## src/rtl/mem_arbiter.sv

```systemverilog
// Arbitrates the shared RAM port between instruction fetch and data access.
// Data wins by default; a completion-streak counter bounds fetch starvation.
module mem_arbiter #(
  parameter int STARVE_LIMIT = 4
) (
  input  logic                              CLK,
  input  logic                              nRST,
  input  logic                              iREN,
  input  logic [31:0]                       iaddr,
  output logic                              iwait,
  output logic [31:0]                       iload,
  input  logic                              dREN,
  input  logic                              dWEN,
  input  logic [31:0]                       daddr,
  input  logic [31:0]                       dstore,
  output logic                              dwait,
  output logic [31:0]                       dload,
  output logic                              ramREN,
  output logic                              ramWEN,
  output logic [31:0]                       ramaddr,
  output logic [31:0]                       ramstore,
  input  logic [31:0]                       ramload,
  input  logic [1:0]                        ramstate,
  output logic [1:0]                        state_dbg,
  output logic [$clog2(STARVE_LIMIT+1)-1:0] streak_dbg
);

  localparam int SW = $clog2(STARVE_LIMIT + 1);
  localparam logic [1:0] RAM_ACCESS = 2'd2;
  localparam logic [1:0] RAM_ERROR  = 2'd3;

  typedef enum logic [1:0] {IDLE = 2'd0, ISERVE = 2'd1, DSERVE = 2'd2} state_t;

  state_t        state_q, state_d;
  logic [SW-1:0] streak_q;
  logic          d_req;
  logic          starve;
  logic          i_done;
  logic          d_done;

  // Handshake: a requester raises its enable and holds it until its wait
  // output is 0 in a cycle; that cycle is the completion and carries load.
  assign d_req  = dREN | dWEN;
  assign starve = iREN && (streak_q == SW'(STARVE_LIMIT));

  always_ff @(posedge CLK or negedge nRST) begin
    if (!nRST) begin
      state_q <= IDLE;
    end else begin
      state_q <= state_d;
    end
  end

  always_comb begin
    state_d  = state_q;
    ramREN   = 1'b0;
    ramWEN   = 1'b0;
    ramaddr  = '0;
    ramstore = '0;
    i_done   = 1'b0;
    d_done   = 1'b0;
    unique case (state_q)
      IDLE: begin
        if (d_req && !starve)  state_d = DSERVE;
        else if (iREN)         state_d = ISERVE;
        else if (d_req)        state_d = DSERVE;
      end
      ISERVE: begin
        ramaddr = iaddr;
        ramREN  = iREN;
        if (!iREN) begin
          state_d = IDLE;
        end else if (ramstate == RAM_ACCESS) begin
          i_done  = 1'b1;
          state_d = IDLE;
        end else if (ramstate == RAM_ERROR) begin
          state_d = IDLE;
        end
      end
      DSERVE: begin
        ramaddr  = daddr;
        ramstore = dstore;
        ramWEN   = dWEN;
        ramREN   = dREN & ~dWEN;
        if (!d_req) begin
          state_d = IDLE;
        end else if (ramstate == RAM_ACCESS) begin
          d_done  = 1'b1;
          state_d = IDLE;
        end else if (ramstate == RAM_ERROR) begin
          state_d = IDLE;
        end
      end
      default: state_d = IDLE;
    endcase
  end

  // Streak counts data completions that happened while a fetch was waiting.
  always_ff @(posedge CLK or negedge nRST) begin
    if (!nRST) begin
      streak_q <= '0;
    end else if (d_done && iREN) begin
      if (streak_q != SW'(STARVE_LIMIT)) streak_q <= streak_q + 1'b1;
    end else if (i_done || !iREN) begin
      streak_q <= '0;
    end
  end

  assign iwait      = iREN & ~i_done;
  assign dwait      = d_req & ~d_done;
  assign iload      = i_done ? ramload : '0;
  assign dload      = d_done ? ramload : '0;
  assign state_dbg  = state_q;
  assign streak_dbg = streak_q;

endmodule

```

## config.mk

```make
export PLATFORM = sky130hd
export DESIGN_NAME = mem_arbiter
export DESIGN_NICKNAME = d
export VERILOG_FILES = /design/src/rtl/mem_arbiter.sv
export SDC_FILE = /design/constraint.sdc
export NUM_CORES = 1
export LEC_CHECK = 0
export CORE_AREA = 2 2 106 108
export CTS_BUF_LIST = sky130_fd_sc_hd__clkbuf_4 sky130_fd_sc_hd__clkbuf_8
export DETAILED_ROUTE_END_ITERATION = 8
export DIE_AREA = 0 0 108 110
export MAX_ROUTING_LAYER = met4
export PLACE_DENSITY = 0.57
export REMOVE_ABC_BUFFERS = 1
export SLEW_MARGIN = 10
export SYNTH_ARGS = -nofsm -noshare
export SYNTH_HDL_FRONTEND = slang
export SYNTH_SLANG_ARGS = --single-unit
```

## constraint.sdc

```tcl
create_clock -name CLK -period 2.8 [get_ports CLK]
set_input_delay 0.42 -clock CLK [delete_from_list [all_inputs] [get_ports CLK]]
set_output_delay 0.42 -clock CLK [all_outputs]
set_load 0.01 [all_outputs]
```

# Word level (Yosys, flattened, before mapping)
# Cells that the tools add are included.
# op_classes
addsub	1
eq_ne	8
mux	22
n_bitwise	7
reduce_logical	9
# ops
op	n
$mux W32	3
$pmux W32 S2	1
$mux W2	7
$mux W3	3
$eq A2 B2 Y1 const B	3
$mux W1	6
$pmux W2 S3	1
$ne A4 B4 Y1 const B	1
$add A3 B1 Y3 const B	1
$and A1 B1 Y1	3
$eq A3 B3 Y1 const B	1
$logic_and A1 B1 Y1	3
$ne A3 B3 Y1 const B	1
$not A1 Y1	3
$eq A2 B1 Y1 const B	1
$logic_not A1 Y1	2
$logic_not A2 Y1	1
$ne A2 B1 Y1 const B	1
$pmux W1 S2	1
$reduce_and A2 Y1	1
$reduce_bool A2 Y1	1
$logic_or A1 B1 Y1	1
$or A1 B1 Y1	1
# word_totals
regBits	5
output_inout_bits	137
elab_cells	49

# Depth between registers and ports, before layout
# depth
ltp_word	7
mapped_depth	7
mapped_depth_nobuf	5

# Worst setup path after synthesis
# OpenSTA, ideal clock, no wires.
# synth_path
path_type	register to output
startpoint	register state_q[0] (netlist: state_dbg[0])
endpoint	output ramREN
arrival_ns	1.413
t_required_ns	2.380
slack_ns	0.967
stages_incl_launch_ff	8
n_path_buf	2
cell_sequence	dfrtp_1 inv_1 ha_1 buf_2 buf_2 nand2_1 o21ai_1 and2_1
# synth_via
elab_chain_cells	2
word_cells_on_any_way	3
cone_classes	2 x eq/ne; 1 x mux
# synth_lines
element	line	source
start, declared	34	state_t state_q, state_d;
start signal, assigned	50	state_q <= state_d;
$eq A2 B2 Y1 or $eq A2 B1 Y1 (tied branches)	62	unique case (state_q)
$pmux W1 S2 (*)	62	
end, declared	18	output logic ramREN,
# Mark *: on every way between the ends. The rest lies on a longest branch, timed or not.

# Worst setup path in the final report
# layout_path
startpoint	input ramstate[1]
endpoint	output dload[1]
# layout_via
elab_chain_cells	5
# layout_lines
element	line	source
start, declared	23	input logic [1:0] ramstate,
$eq A2 B2 Y1	87	end else if (ramstate == RAM_ACCESS) begin
$mux W1	87	
$mux W1	85	if (!d_req) begin
$mux W1	62	
$mux W32	112	assign dload = d_done ? ramload : '0;
end, declared	17	output logic [31:0] dload,
# No other way between the ends.

==> flow_summary.yaml <==
placed_design:
  routabilityCongestion: 0.782
  dp.final_hpwl_um: 8340
  place_ws_ps: 232
  portBuffers: 271
sta:
  holdWs_ps: 425
  rsz0062_at_grt: "no"
  tightest_slew_ps: 437
  fmax_mhz: 391
  clock_skew_ps: 1.69
  finalHoldViolCount: 0
  maxSlewViolCount: 0
  period_share: 0.913
  min_period_ps: 2560
  finalSetupTns_ps: 0
  max_slew_margin: 0.706
  worst_slack_ps: 243
  setup_viol: 0
worst_setup_path:
  reg2reg_from: "state_dbg[0]"
  start_kind: "input pin"
  reg2reg_slack_ps: 1030
  worstSetupEndpointType: "output port"
  critical_path_required_ps: 2380
  cpLargestDelayFamily: "buffers and inverters"
  r2r-end: "streak_dbg[0]"
  path_class: "in -> out"
  crit_buf_inv: 3
  cpMostUsedCell: "clkdlybuf4s50_1"
  path_cells: "clkdlybuf4s50_1 > nor2b_1 > buf_4 > and3_1 > clkdlybuf4s50_1"
  cp_slowest_cell: "clkdlybuf4s50_1"
  cpPeakStageDelay_ps: 550
  cp.arrival_ps: 2140
  path_max_fanout: 26
  reg2reg_depth: 6
run:
  drv_cap: 0
floorplanning:
  die_x_um: 108
  core-area_um2: 10700
  rows: 38
  die_h_um: 110
  pin_count: 272
  start_util: 0.147
  dieArea_um2: 11900
detailed_routing:
  viasPerCell: 4.17
  ant_nets: 0
  drt-total-wl_um: 10100
  vias: 2655
  drcViolationCount: 0
  drt-initial-drc-count: 112
  drtPass1Iterations: 4
  wl_per_cell_um: 15.8
clock_network:
  cts-root-buf: "clkbuf_8"
  cts_setup_buffers: 0
  worstSkewPairLatency_ps: 220
  postCtsHoldBufs: 0
  cts_buffers: 3
  cts_resized: 0
  htreeDepth: 1
  clock-sinks: 5
  clock_path_buffers: 2
  clk_pin_slew_ps: 30
  cts_tree: "yes"
synth:
  synthCells: 235
  yosysSeqAreaShare: 0.0796
  synth-seq-cells: 5
  syn_area_um2: 1570
  avgSynthCellArea_um2: 6.69
  ys_warn_count: 0
  ys_types: 27
pwr:
  pwr-share-clk: 0.068
  p_total_mw: 2.10
  sequentialPowerShare: 0.046
  vdd_drop_max_v: 0.000227
  power.density_nw_per_um2: 466
  p_comb_frac: 0.886
  switching_share: 0.408
  intPower_mw: 1.24
  p_sw_mw: 0.858
  p_leak_nw: 1.74
grt:
  grt_pass1_vias: 2581
  antenna_found_initial: 0
  grt_max_degree: 41
  overflow: 0
  track_usage: 0.154
  grt_pass1_wl_um: 13800
cells_and_area:
  fill_cells: 1058
  drive_above_1_share: 0.0323
  mostFrequentLayoutCell: "clkdlybuf4s50_1"
  mostFrequentLayoutCells: "clkdlybuf4s50_1, and2_1, nor2b_1"
  seqCellArea_um2: 125
  multi_input_area_um2: 1330
  diodes: 0
  area_growth_pct: 187
  nets: 638
hold_path:
  hp-class: "in -> async"
run_status:
  outcome: "finished, final reports clean"
## power groups by stage
stage,Sequential (mW),Clock (mW),Combinational [mW]
after CTS,0.0978,0.147,1.89
final,0.0974,0.142,1.86
after detailed placement,0.0987,0,1.88
after global placement,0.0985,0,1.87
after global routing,0.100,0.148,2.01
after floorplan,0.101,0,0.771
## metrics by stage
| step | instance area (µm²) | instances | util |
|---|---|---|---|
| 2_1_floorplan | 1470 | 211 | - |
| 3_3_place_gp | 4460 | 632 | 0.417 |
| 3_5_place_dp | 4460 | 632 | 0.417 |
| 4_1_cts | 4510 | 636 | 0.422 |
| 5_1_grt | 4510 | 636 | 0.422 |
| 6_report | 4510 | 636 | 0.422 |
## worst max path at each step
stage / endpoint / startpoint / depth (start not counted)
after floorplan: dload[0] / state_dbg[0] / 4
after global placement: dload[1] / ramstate[1] / 5
after detailed placement: dload[1] / ramstate[1] / 5
after CTS: ramaddr[2] / state_dbg[1] / 6
after global routing: ramaddr[2] / state_dbg[1] / 6
final: dload[1] / ramstate[1] / 5
## registers in the layout (all words and copies together) (netlist names)
signal,flops
state_dbg,2
streak_dbg,3
## synthesized netlist by cell type, drive strengths merged
master / count / share of area
and2: 67 / 0.27
nor2b: 35 / 0.14
a22oi: 32 / 0.15
and3: 32 / 0.13
clkbuf: 20 / 0.050
ha: 6 / 0.048
inv: 6 / 0.014
dfrtp: 5 / 0.080
nor2: 5 / 0.014
buf: 4 / 0.013
nand2: 4 / 0.0095
o21ai: 4 / 0.013
o31ai: 3 / 0.014
o22ai: 2 / 0.0080
a2111o: 1 / 0.0072
a211oi: 1 / 0.0048
a311oi: 1 / 0.0056
a31oi: 1 / 0.0040
nand2b: 1 / 0.0040
nor4b: 1 / 0.0056
nor4bb: 1 / 0.0064
o2111ai: 1 / 0.0056
o21a: 1 / 0.0048
or3: 1 / 0.0040
## logic make-up after synthesis
kind of cell	after synthesis	synth area share
adders and majority gates	6	0.0477
and+or+nand+nor	147	0.576
DFF	5	0.0796
AOI/OAI and AO/OA	47	0.220
buffers and inverters	30	0.0772
## layer usage
| metal | track usage | up-vias | share of wire |
|---|---|---|---|
| met1 | 0.157 | 1154 | 0.36 |
| met4 | 0.0284 | 0 | 0.0061 |
| met5 | - | - | 0 |
| met3 | 0.0453 | 4 | 0.11 |
| met2 | 0.293 | 161 | 0.53 |
| li1 | - | 1336 | - |
## cell type report
| type | instances | share of cell area |
|---|---|---|
| Multi-Input combinational cell | 200 | 0.294 |
| Inverter | 6 | 0.00499 |
| Clock buffer | 4 | 0.0108 |
| Tap cell | 140 | 0.0388 |
| Timing Repair Buffer | 281 | 0.623 |
| Sequential cell | 5 | 0.0277 |
## worst reg2reg max path: stages, from the launching register on
cell and delay [ps]:
dfrtp_1 390, inv_1 90, ha_2 240, o21a_1 130
buf_4 180, o31ai_1 390, o22ai_1 180
No activity file was read; power rests on OpenSTA's default activity.
